==> config.mk <==
export PLATFORM = sky130hd
export DESIGN_NAME = bin_to_bcd_seq
export DESIGN_NICKNAME = d
export VERILOG_FILES = /design/src/rtl/bin_to_bcd_seq.sv
export SDC_FILE = /design/constraint.sdc
export NUM_CORES = 1
export LEC_CHECK = 0
export CORE_ASPECT_RATIO = 1.75
export CORE_MARGIN = 2
export CORE_UTILIZATION = 26
export CTS_CLUSTER_SIZE = 28
export DETAILED_ROUTE_END_ITERATION = 7
export GPL_TIMING_DRIVEN = 0
export PLACE_DENSITY = 0.49
export SYNTH_ARGS = -nofsm -noshare
export SYNTH_HDL_FRONTEND = slang
export SYNTH_SLANG_ARGS = --single-unit
==> constraint.sdc <==
create_clock -name clk -period 1.6 [get_ports clk]
set_clock_uncertainty 0.15 [all_clocks]
set_input_delay 0.32 -clock clk [delete_from_list [all_inputs] [get_ports clk]]
set_output_delay 0.32 -clock clk [all_outputs]
set_load 0.01 [all_outputs]
==> src/rtl/bin_to_bcd_seq.sv <==
// Sequential double-dabble binary-to-BCD converter feeding the 7-segment digit decoder.
// Optional leading-zero blank flags are built only when LEADING_ZERO_BLANK_EN is defined.
module bin_to_bcd_seq #(
  parameter int unsigned BIN_WIDTH = 14,
  parameter int unsigned DIGITS    = 4
) (
  input  logic                  clk,
  input  logic                  rst_n,
  input  logic                  start,
  input  logic [BIN_WIDTH-1:0]  bin_in,
  output logic                  busy,
  output logic                  done,
  output logic                  overflow,
  output logic [4*DIGITS-1:0]   bcd_out,
  output logic [DIGITS-1:0]     blank
);

  localparam int unsigned BCD_W = 4 * DIGITS;
  localparam int unsigned CNT_W = $clog2(BIN_WIDTH + 1);

  function automatic logic [63:0] max_decimal(input int unsigned n);
    logic [63:0] p;
    p = 64'd1;
    for (int unsigned i = 0; i < n; i++) begin
      p = p * 64'd10;
    end
    return p - 64'd1;
  endfunction

  localparam logic [63:0] MAX_VAL = max_decimal(DIGITS);

  localparam logic [1:0] IDLE  = 2'd0;
  localparam logic [1:0] SHIFT = 2'd1;
  localparam logic [1:0] DONE  = 2'd2;

  logic [1:0]           state_q, state_d;
  logic [BIN_WIDTH-1:0] bin_q, bin_d;
  logic [BCD_W-1:0]     scratch_q, scratch_d;
  logic [BCD_W-1:0]     adj;
  logic [CNT_W-1:0]     cnt_q, cnt_d;
  logic                 ovf_pend_q, ovf_pend_d;
  logic                 busy_q, busy_d;
  logic                 done_q, done_d;
  logic                 overflow_q, overflow_d;
  logic [BCD_W-1:0]     bcd_q, bcd_d;

  // Add-3 correction on every nibble >= 5 before the shift.
  always_comb begin
    adj = '0;
    for (int unsigned i = 0; i < DIGITS; i++) begin
      adj[4*i +: 4] = (scratch_q[4*i +: 4] >= 4'd5) ? scratch_q[4*i +: 4] + 4'd3
                                                    : scratch_q[4*i +: 4];
    end
  end

  always_comb begin
    state_d    = state_q;
    bin_d      = bin_q;
    scratch_d  = scratch_q;
    cnt_d      = cnt_q;
    ovf_pend_d = ovf_pend_q;
    busy_d     = busy_q;
    done_d     = 1'b0;
    overflow_d = overflow_q;
    bcd_d      = bcd_q;
    case (state_q)
      IDLE: begin
        if (start) begin
          bin_d      = bin_in;
          scratch_d  = '0;
          cnt_d      = CNT_W'(BIN_WIDTH);
          ovf_pend_d = (64'(bin_in) > MAX_VAL);
          busy_d     = 1'b1;
          state_d    = SHIFT;
        end
      end
      SHIFT: begin
        // Carries out of the top digit fall off; overflow was decided at load.
        scratch_d = {adj[BCD_W-2:0], bin_q[BIN_WIDTH-1]};
        bin_d     = {bin_q[BIN_WIDTH-2:0], 1'b0};
        cnt_d     = cnt_q - CNT_W'(1);
        if (cnt_q == CNT_W'(1)) begin
          state_d = DONE;
        end
      end
      DONE: begin
        bcd_d      = ovf_pend_q ? {DIGITS{4'h9}} : scratch_q;
        overflow_d = ovf_pend_q;
        done_d     = 1'b1;
        busy_d     = 1'b0;
        state_d    = IDLE;
      end
      default: begin
        state_d = IDLE;
        busy_d  = 1'b0;
      end
    endcase
  end

  always_ff @(posedge clk or negedge rst_n) begin
    if (!rst_n) begin
      state_q    <= IDLE;
      bin_q      <= '0;
      scratch_q  <= '0;
      cnt_q      <= '0;
      ovf_pend_q <= 1'b0;
      busy_q     <= 1'b0;
      done_q     <= 1'b0;
      overflow_q <= 1'b0;
      bcd_q      <= '0;
    end else begin
      state_q    <= state_d;
      bin_q      <= bin_d;
      scratch_q  <= scratch_d;
      cnt_q      <= cnt_d;
      ovf_pend_q <= ovf_pend_d;
      busy_q     <= busy_d;
      done_q     <= done_d;
      overflow_q <= overflow_d;
      bcd_q      <= bcd_d;
    end
  end

  assign busy     = busy_q;
  assign done     = done_q;
  assign overflow = overflow_q;
  assign bcd_out  = bcd_q;

`ifdef LEADING_ZERO_BLANK_EN
  logic [DIGITS-1:0] blank_q, blank_d;
  logic              lead_zero;

  // Blank a digit only while every digit above it is also zero; digit 0 always shows.
  always_comb begin
    blank_d   = blank_q;
    lead_zero = 1'b1;
    if (state_q == DONE) begin
      blank_d = '0;
      for (int i = int'(DIGITS) - 1; i >= 1; i--) begin
        lead_zero  = lead_zero & (scratch_q[4*i +: 4] == 4'd0);
        blank_d[i] = lead_zero & ~ovf_pend_q;
      end
    end
  end

  always_ff @(posedge clk or negedge rst_n) begin
    if (!rst_n) begin
      blank_q <= '0;
    end else begin
      blank_q <= blank_d;
    end
  end

  assign blank = blank_q;
`else
  assign blank = '0;
`endif

endmodule

* Word-level counts from Yosys, hierarchy flattened
Cells that the tools add are included.
** Storage, ports and cells
- Register bits :: 56
- Input bits :: 17
- Output and inout bits :: 23
** Operators by class
- $add $sub $neg :: 5
- $lt $le $gt $ge :: 5
- Equality and inequality tests :: 5
- Mux-type cells :: 17
- Bitwise logic cells :: 1
- Reductions and logical operators :: 6
** Operator list (number)
- 16-bit 2-to-1 mux :: 2
- 16-bit case mux with 2 select lines :: 1
- 14-bit case mux with 2 select lines :: 1
- 4-bit by 3-bit greater-or-equal comparator with 1-bit output (second input constant) :: 4
- 4-bit 2-to-1 mux :: 4
- 14-bit greater-than comparator (second input constant) :: 1
- 14-bit 2-to-1 mux :: 1
- 4-bit by 2-bit adder with 4-bit output (second input constant) :: 3
- 4-bit case mux with 2 select lines :: 1
- 2-bit AND reduction :: 4
- 4-bit by 1-bit equality test with 1-bit output (second input constant) :: 1
- 2-bit 2-to-1 mux :: 2
- 2-bit != test (second input constant) :: 2
- 2-bit case mux with 2 select lines :: 1
- 4-bit by 1-bit subtractor with 4-bit output (second input constant) :: 1
- 3-bit by 2-bit adder with 3-bit output (second input constant) :: 1
- 3-bit 2-to-1 mux :: 1
- 2-bit by 1-bit equality test with 1-bit output (second input constant) :: 1
- 2-bit equality test (second input constant) :: 1
- 2-bit zero test :: 1
- 1-bit 2-to-1 mux :: 2
- 1-bit case mux with 2 select lines :: 1
- 2-bit nonzero test :: 1
- 1-bit NOT :: 1

* Logic depth before layout (Yosys ltp)
Gate-level depths: netlist of the first run.
- Depth after elaboration :: 3
- Gate-level depth with buffers :: 6
- Gate-level depth less buffers :: 6

* Worst setup path before layout of the first run
No wires, ideal clock.
- Path kind :: register -> register
- Start point :: reg scratch_q[4]
- End point :: reg scratch_q[6]
- Arrival time :: 1.432 ns
- Setup slack :: -0.065 ns
- Cell stages (with the launch flop) :: 7
- Clock period less this slack :: 1.665 ns
- Cells stage by stage :: dfrtp_1 > inv_1 > ha_1 > nand2b_1 > a21oi_1 > mux2_2 > o21ai_0
** Between the ends
- Word-level cells in the longest chain between the ends :: 3
- Elaborated cells on any way between the ends :: 4
- Those cells by class :: 1 x add/sub; 1 x order compare; 2 x mux
** Ends and longest elaborated chain
- start: declaration :: RTL line 38 : logic [BCD_W-1:0] scratch_q, scratch_d;
- start signal: assignment :: RTL line 114 : scratch_q <= scratch_d;
- 4-bit by 2-bit adder with 4-bit output / 4-bit by 3-bit greater-or-equal comparator with 1-bit output (equally long branches) :: RTL line 51 : adj[4*i +: 4] = (scratch_q[4*i +: 4] >= 4'd5) ? scratch_q[4*i +: 4] + 4'd3
- 4-bit 2-to-1 mux * :: RTL line 51
- 16-bit case mux with 2 select lines * :: RTL line 66 : case (state_q)
Every way passes the cells marked *; elsewhere a longest branch is shown, timed or not.
A chain may end at the register's enable or synchronous reset.

* Worst setup path in the final report of the first run
- Start point :: reg state_q[1]
- End point :: reg scratch_q[2]
** Between the ends
- Word-level cells in the longest chain between the ends :: 3
- Elaborated cells on any way between the ends :: 6
- Those cells by class :: 2 x eq/ne; 1 x mux; 3 x reduce/logical
** Ends and longest elaborated chain
- start: declaration :: RTL line 36 : logic [1:0] state_q, state_d;
- start signal: assignment :: RTL line 112 : state_q <= state_d;
- 2-bit by 1-bit equality test with 1-bit output / 2-bit zero test (equally long branches) :: RTL line 66
- 2-bit nonzero test (no line) / 2-bit != test (equally long branches)
- 2-bit AND reduction (no line)
Parallel ways exist; a longest one is shown, timed or not.

==> results of run 1 <==
[final cells by class]
class,instances,area [µm²]
fill,1023,6117
sequential,56,1406
multi-input combinational,181,1292
timing repair buffer,62,538.0
tap,125,156.4
buffer,19,141.4
clock buffer,6,138.9
inverter,13,48.80
clock inverter,2,10.01
[worst min-delay path by stage]
stage / end / slack, ns
after floorplan: bcd_out[0]$_DFFE_PN0P_ / -0.13
after global placement: bin_q[8]$_DFFE_PN0P_ / 0.31
after detailed placement: bcd_out[15]$_DFFE_PN0P_ / 0.15
after CTS: bcd_out[3]$_DFFE_PN0P_ / 0.33
after global routing: bcd_out[8]$_DFFE_PN0P_ / 0.35
final: bcd_out[3]$_DFFE_PN0P_ / 0.32
[through the flow]
step	utilization	hold slack, ns
2_1_floorplan	-	-0.1256
3_3_place_gp	0.3208	0.3133
6_report	0.3789	0.3213
4_1_cts	0.3519	0.3317
5_1_grt	0.3789	0.3477
3_5_place_dp	0.3223	0.1509
[per-layer routing]
metal  vias to the layer above  share of wire  GRT usage
li1                       1065              -          -
met5                         -              0          0
met1                      1052           0.38     0.1432
met3                         9          0.042    0.02177
met2                        48           0.55     0.2343
met4                         0          0.025    0.05556
[sequential cells by signal, indices dropped and copies added (netlist names)]
register / flops
bcd_out: 16
bin_q: 14
busy: 1
cnt_q: 4
done: 1
overflow: 1
ovf_pend_q: 1
scratch_q: 16
state_q: 2
[critical path, stage by stage, from the launching register on]
cell,delay (ns)
sky130_fd_sc_hd__dfrtp_2,0.44
sky130_fd_sc_hd__or3b_1,0.40
sky130_fd_sc_hd__buf_6,0.15
sky130_fd_sc_hd__a311o_1,0.34
[synthesized netlist by cell type (all sizes together), types with 5 or more instances]
cell	n
a22oi	13
buf	15
clkbuf	5
dfrtp	56
ha	10
inv	13
nand2	52
nand2b	5
nand3	11
nor2	10
o21ai	28
o31ai	12
[timing repair]
item | CTS | global route
pin swaps | 6 | 8
hold endpoints to repair | 18 | 0
gates resized for setup | 50 | 41
setup endpoints to repair | 58 | 35
hold buffers | 1 | 0
buffers inserted | 13 | 12
[where the power goes]
group / switching [mW] / total [mW] / internal [mW]
combinational: 1.59 / 3.31 / 1.72
sequential: 0.472 / 2.45 / 1.98
clock: 0.500 / 1.12 / 0.619
[cells by family (layout without fill, tap and decap cells)]
group	count (synthesis)	count (layout)	share of synthesized area
buffers and inverters	33	102	0.06241
adders and majority gates	10	10	0.04764
muxes	2	2	0.008575
other	1	4	0.001428
xor gates and xnor gates	7	7	0.02334
and+or+nand+nor	90	90	0.1539
AOI/OAI and AO/OA	68	68	0.1691
DFF	56	56	0.5336
==> impl_summary.log, run 1 <==
INFO  metric initial_core_utilization = 0.2666
INFO  metric post-layout-total-power = 6.872 mW
INFO  metric finalWeightedCongestion = 0.7907
INFO  metric final_common_cell = sky130_fd_sc_hd__dfrtp_1
INFO  metric syn_area = 0.002626 mm²
INFO  metric wire_per_inst = 14.13 µm
INFO  metric antennaDiodeCount = 0
INFO  metric worst_ir_drop_vdd = 0.0006758 V
INFO  metric asyncSetResetFlopFracSynth = 1.000
INFO  metric first_global_vias = 2153
INFO  metric cts-buffers-inserted = 5
INFO  metric max_clock_freq = 627.0 MHz
INFO  metric worst_hold_path.num_cells = 2
INFO  metric holdCritPathClass = flip-flop to flip-flop
INFO  metric antenna_found_initial = 0
INFO  metric boundaryPins = 40
INFO  metric cp-start-kind = flip-flop
INFO  metric route.final.wire_length = 6.557 mm
INFO  metric post-place-ws = -0.4410 ns
INFO  metric post-synth-top-area-fraction = 0.5336
INFO  metric crit-reg2reg-launch = state_q[1]$_DFFE_PN0P_
INFO  metric crit_path_start = state_q[1]$_DFFE_PN0P_
INFO  metric critical_path_class = flip-flop to flip-flop
INFO  metric drv_slew = 0
INFO  metric iteration_0_drc_count_of_the_detailed_router = 159
INFO  metric largest_net_degree_at_the_start_of_global_routing = 39
INFO  metric path_max_fanout = 6
INFO  metric ant_nets = 0
INFO  metric cts_h_tree_depth = 2
INFO  metric fin_ws = 0.005176 ns
INFO  metric yosys-top-cells-area = sky130_fd_sc_hd__dfrtp_1, sky130_fd_sc_hd__nand2_1, sky130_fd_sc_hd__o21ai_0, sky130_fd_sc_hd__ha_1, sky130_fd_sc_hd__a22oi_1
INFO  metric ys_seq_elements = 56
INFO  metric worst_r2r_endpoint = scratch_q[2]$_DFFE_PN0P_
INFO  metric worstSkewPairLatency = 0.30 ns
INFO  metric post_synthesis_mean_instance_area = 9.836 µm²
INFO  metric floorplan.die_area = 0.01095 mm²
INFO  metric post-route-drc-count = 0
INFO  metric cts_tree = built
INFO  metric timing.hold.worst.start = bcd_out[3]$_DFFE_PN0P_
INFO  metric max_cap_violations = 0
INFO  metric worst_setup_hold_path_clk_slew = 0.07 ns
INFO  metric dieHeight = 137.0 µm
INFO  metric post_dp_area = 0.003174 mm²
INFO  metric synth_edf_count = 0
INFO  metric post-dp-hpwl = 4.532 mm
INFO  metric netlist_instances = 267
INFO  metric post-synth-top-area-cell = sky130_fd_sc_hd__dfrtp_1
INFO  metric rows = 48
INFO  metric reg2reg_depth = 3
INFO  metric grt-ovfl-total = 0
INFO  metric final_period_utilization = 0.9968
INFO  metric number_of_buffers_on_the_longest_clock_path = 2
INFO  metric synth.lib_cells_used.distinct = 33
INFO  metric rsz0062_at_grt = true
INFO  metric placed_cells_incl_taps = 431
INFO  metric power-per-cell-area = 1841 mW/mm²
INFO  metric dieWidth = 79.98 µm
INFO  metric core_area = 0.009849 mm²
INFO  metric global_route.usage.total = 0.1283
INFO  metric setup.worst_path.end = scratch_q[2]$_DFFE_PN0P_
INFO  metric critPathArrivalTime = 1.63 ns
INFO  metric leading_cell_types_in_the_layout_fill_and_taps_excluded = sky130_fd_sc_hd__dfrtp_1, sky130_fd_sc_hd__nand2_1, sky130_fd_sc_hd__buf_4, sky130_fd_sc_hd__o21ai_0, sky130_fd_sc_hd__dlygate4sd2_1
INFO  metric endpoint_kind = flip-flop
INFO  metric layout.nets = 365
INFO  metric final-setup-viol-count = 0
INFO  metric post_layout_instance_count_excluding_filler_cells = 464
INFO  metric grt_pass1_wl = 10.77 mm
INFO  metric period_needed = 1.595 ns
INFO  metric synth_flop_cell = sky130_fd_sc_hd__dfrtp_1
INFO  metric layout-area-overhead-vs-synth = 42.12%
INFO  metric run_status = completed
INFO  metric final.setup.tns = 0 ns
INFO  metric detail_route.vias_per_cell = 4.685
INFO  metric clock_sink_count = 56
INFO  metric yosysWarnings = 0
INFO  metric finalInstanceArea = 0.003732 mm²
INFO  metric critical_path_required = 1.63 ns
INFO  metric place.port_buffers = 35
INFO  metric detailedRoute.firstPassIterationCount = 5
INFO  metric synth_seq_area_share = 0.5336
INFO  metric route.vias.total = 2174
INFO  metric leakagePower = 1.731 nW
INFO  metric buffer_cell_driving_the_clock_tree_root = sky130_fd_sc_hd__clkbuf_16
INFO  metric drive_gt1_frac = 0.2773
INFO  metric finalHoldViolations = 0
INFO  metric reg2reg_slack = 0.005 ns
No activity file was read; power rests on OpenSTA's default activity.
==> run 2: changes to the inputs <==
--- a/config.mk
+++ b/config.mk
@@ -11,7 +11,7 @@
 export CTS_CLUSTER_SIZE = 28
 export DETAILED_ROUTE_END_ITERATION = 7
 export GPL_TIMING_DRIVEN = 0
-export PLACE_DENSITY = 0.49
+export PLACE_DENSITY = 0.46
 export SYNTH_ARGS = -nofsm -noshare
 export SYNTH_HDL_FRONTEND = slang
 export SYNTH_SLANG_ARGS = --single-unit
==> run 2 against run 1 <==
Flip-flop and latch count is the same. Non-clock buffer count increased by 4. Worst setup slack improved by 0.0078 ns. Critical endpoint unchanged. Critical path depth increased by 3. Die area is the same. Global-route usage down 0.15 points. Sequential share of layout area is 0.29 points lower. First-iteration DRC count fell by 42%. Sequential power is essentially flat. Hold slack improved by 0.00053 ns. Combinational power is 1% higher. Routed wire length shrank 0.53%.
==> impl_summary.log, run 2 (synthesis gave the netlist of run 1 again) <==
INFO  metric boundaryPins = 40 (unchanged)
INFO  metric placed_cells_incl_taps = 431 (unchanged)
INFO  metric number_of_buffers_on_the_longest_clock_path = 2 (unchanged)
INFO  metric initial_core_utilization = 0.2666 (unchanged)
INFO  metric first_global_vias = 2122 (was 2153)
INFO  metric post_layout_instance_count_excluding_filler_cells = 468 (was 464)
INFO  metric endpoint_kind = flip-flop (unchanged)
INFO  metric crit_path_start = scratch_q[0]$_DFFE_PN0P_ (was state_q[1]$_DFFE_PN0P_)
INFO  metric path_max_fanout = 4 (was 6)
INFO  metric place.port_buffers = 35 (unchanged)
INFO  metric drt-met1-wl = 2.544 mm (was 2.509 mm)
INFO  metric post-layout-total-power = 6.909 mW (was 6.872 mW)
INFO  metric post-route-drc-count = 0 (unchanged)
INFO  metric cts_h_tree_depth = 2 (unchanged)
INFO  metric met2_wl = 3.605 mm (was 3.609 mm)
INFO  metric route.vias.total = 2170 (was 2174)
INFO  metric dieHeight = 137.0 µm (unchanged)
INFO  metric fillerInstances = 1012 (was 1023)
INFO  metric highest-signal-layer = met4 (unchanged)
INFO  metric post-place-ws = -0.4407 ns (was -0.4410 ns)
INFO  metric dr_wl_met3 = 217 µm (was 274 µm)
INFO  metric antenna_found_initial = 0 (unchanged)
INFO  metric finalInstanceArea = 0.003761 mm² (was 0.003732 mm²)
INFO  metric largest_net_degree_at_the_start_of_global_routing = 31 (was 39)
INFO  metric core_area = 0.009849 mm² (unchanged)
INFO  metric drv_slew = 0 (unchanged)
INFO  metric final-setup-viol-count = 0 (unchanged)
INFO  metric rows = 48 (unchanged)
INFO  metric floorplan.die_area = 0.01095 mm² (unchanged)
INFO  metric dieWidth = 79.98 µm (unchanged)
INFO  metric worst_ir_drop_vdd = 0.0006094 V (was 0.0006758 V)
INFO  metric ff_latch_area = 0.001406 mm² (unchanged)
INFO  metric critical_path_required = 1.63 ns (about the same)
INFO  metric cts-buffers-inserted = 5 (unchanged)
INFO  metric max_cap_violations = 0 (unchanged)
INFO  metric wire_per_inst = 13.94 µm (was 14.13 µm)
INFO  metric critPathArrivalTime = 1.62 ns (was 1.63 ns)
INFO  metric crit-reg2reg-launch = scratch_q[0]$_DFFE_PN0P_ (was state_q[1]$_DFFE_PN0P_)
INFO  metric leakagePower = 1.742 nW (was 1.731 nW)
INFO  metric grt-ovfl-total = 0 (unchanged)
INFO  metric worstSkewPairLatency = 0.29 ns (was 0.30 ns)
INFO  metric power-per-cell-area = 1837 mW/mm² (was 1841 mW/mm²)
INFO  metric finalHoldWorstSlack = 0.3218 ns (was 0.3213 ns)
INFO  metric post-route-util = 0.3819 (was 0.3789)
INFO  metric relSlewSlack = 0.5499
INFO  metric layout-area-overhead-vs-synth = 43.21% (was 42.12%)
INFO  metric post_dp_area = 0.003174 mm² (unchanged)
INFO  metric finalWeightedCongestion = 0.7482 (was 0.7907)
INFO  metric worst_setup_hold_path_clk_slew = 0.07 ns (about the same)
INFO  metric iteration_0_drc_count_of_the_detailed_router = 93 (was 159)
INFO  metric cp-start-kind = flip-flop (unchanged)
INFO  metric slowest_delay = 0.43 ns (was 0.44 ns)
INFO  metric grt_pass1_wl = 10.75 mm (was 10.77 mm)
INFO  metric layout.nets = 369 (was 365)
INFO  metric ant_nets = 0 (unchanged)
INFO  metric route.final.wire_length = 6.522 mm (was 6.557 mm)
INFO  metric cpLargestDelayFamily = compound AO/OA/AOI/OAI gates (was flip-flops)
INFO  metric final.setup.tns = 0 ns (unchanged)
INFO  metric run_status = completed (unchanged)
INFO  metric buffer_cell_driving_the_clock_tree_root = sky130_fd_sc_hd__clkbuf_16 (unchanged)
INFO  metric final_common_cell = sky130_fd_sc_hd__dfrtp_1 (unchanged)
INFO  metric clock_sink_count = 56 (unchanged)
INFO  metric timing.hold.worst.start = bcd_out[3]$_DFFE_PN0P_ (unchanged)
INFO  metric critical_path_class = flip-flop to flip-flop (unchanged)
INFO  metric leading_cell_types_in_the_layout_fill_and_taps_excluded = sky130_fd_sc_hd__dfrtp_1, sky130_fd_sc_hd__nand2_1, sky130_fd_sc_hd__buf_4, sky130_fd_sc_hd__o21ai_0, sky130_fd_sc_hd__dlygate4sd2_1 (unchanged)
INFO  metric detailedRoute.firstPassIterationCount = 4 (was 5)
INFO  metric detail_route.vias_per_cell = 4.637 (was 4.685)
INFO  metric antennaDiodeCount = 0 (unchanged)
INFO  metric cts_tree = built (unchanged)
INFO  metric max_slew.worst_pin.slew = 0.6751 ns
INFO  metric worstPathBufferInverterCount = 1 (unchanged)
INFO  metric holdCritPathClass = flip-flop to flip-flop (unchanged)
INFO  metric worst_path_max_delay_cell = sky130_fd_sc_hd__dfrtp_1 (was sky130_fd_sc_hd__dfrtp_2)
INFO  metric post-dp-hpwl = 4.575 mm (was 4.532 mm)
INFO  metric final_period_utilization = 0.9919 (was 0.9968)
INFO  metric period_needed = 1.587 ns (was 1.595 ns)
INFO  metric global_route.usage.total = 0.1269 (was 0.1283)
INFO  metric max_clock_freq = 630.1 MHz (was 627.0 MHz)
INFO  metric rsz0062_at_grt = true (unchanged)
INFO  metric fin_ws = 0.01296 ns (was 0.005176 ns)
INFO  metric multiInputGateArea = 0.001291 mm² (was 0.001292 mm²)
INFO  metric timing.critical_path.cells = inv_2 > ha_4 > nand2b_4 > a21oi_4 > nor3_2 > a311o_1 (was or3b_1 > buf_6 > a311o_1)
INFO  metric finalHoldViolations = 0 (unchanged)
INFO  metric drive_gt1_frac = 0.2886 (was 0.2773)
-- run 2: what timing repair did --
item                                   4_1_cts  5_1_grt
endpoints found under the hold margin       26        0
pin swaps                                    5       16
gates resized for setup                     48       48
setup endpoints to repair                   59       32
buffers inserted                            18       12
hold buffers                                 1        0
-- run 2: worst reg2reg max path, stage by stage, from the launching register on --
cell and delay [ns]:
sky130_fd_sc_hd__dfrtp_1 0.43, sky130_fd_sc_hd__inv_2 0.12, sky130_fd_sc_hd__ha_4 0.16, sky130_fd_sc_hd__nand2b_4 0.06, sky130_fd_sc_hd__a21oi_4 0.19, sky130_fd_sc_hd__nor3_2 0.05, sky130_fd_sc_hd__a311o_1 0.31
-- run 2: path summary, 6_finish.rpt --
check                      depth (start not counted)                  endpoint  slack (ns)
min reg2reg                                        2    bcd_out[3]$_DFFE_PN0P_        0.32
max in group asynchronous                          3  scratch_q[4]$_DFFE_PN0P_        0.25
min                                                2    bcd_out[3]$_DFFE_PN0P_        0.32
min in group asynchronous                          2      cnt_q[2]$_DFFE_PN0P_        0.45
max                                                6  scratch_q[2]$_DFFE_PN0P_        0.01
max reg2reg                                        6  scratch_q[2]$_DFFE_PN0P_        0.01
-- run 2: where the power goes --
part           switching, mW  internal [mW]
registers              0.461           1.98
clock network          0.502          0.625
logic                   1.61           1.74
total                   2.57           4.34
-- run 2: per-layer routing --
metal / vias up / GRT usage
met5: - / 0
met4: 0 / 0.05367
met3: 10 / 0.02243
met2: 47 / 0.2287
met1: 1049 / 0.1442
li1: 1064 / -
-- run 2: area by class of cell --
cell class,count,area share
Clock buffer,7,0.03792
Tap cell,125,0.04158
Inverter,13,0.01297
Multi-Input combinational cell,181,0.3433
Buffer,18,0.03526
Clock inverter,1,0.001996
Sequential cell,56,0.3739
Timing Repair Buffer,67,0.1530
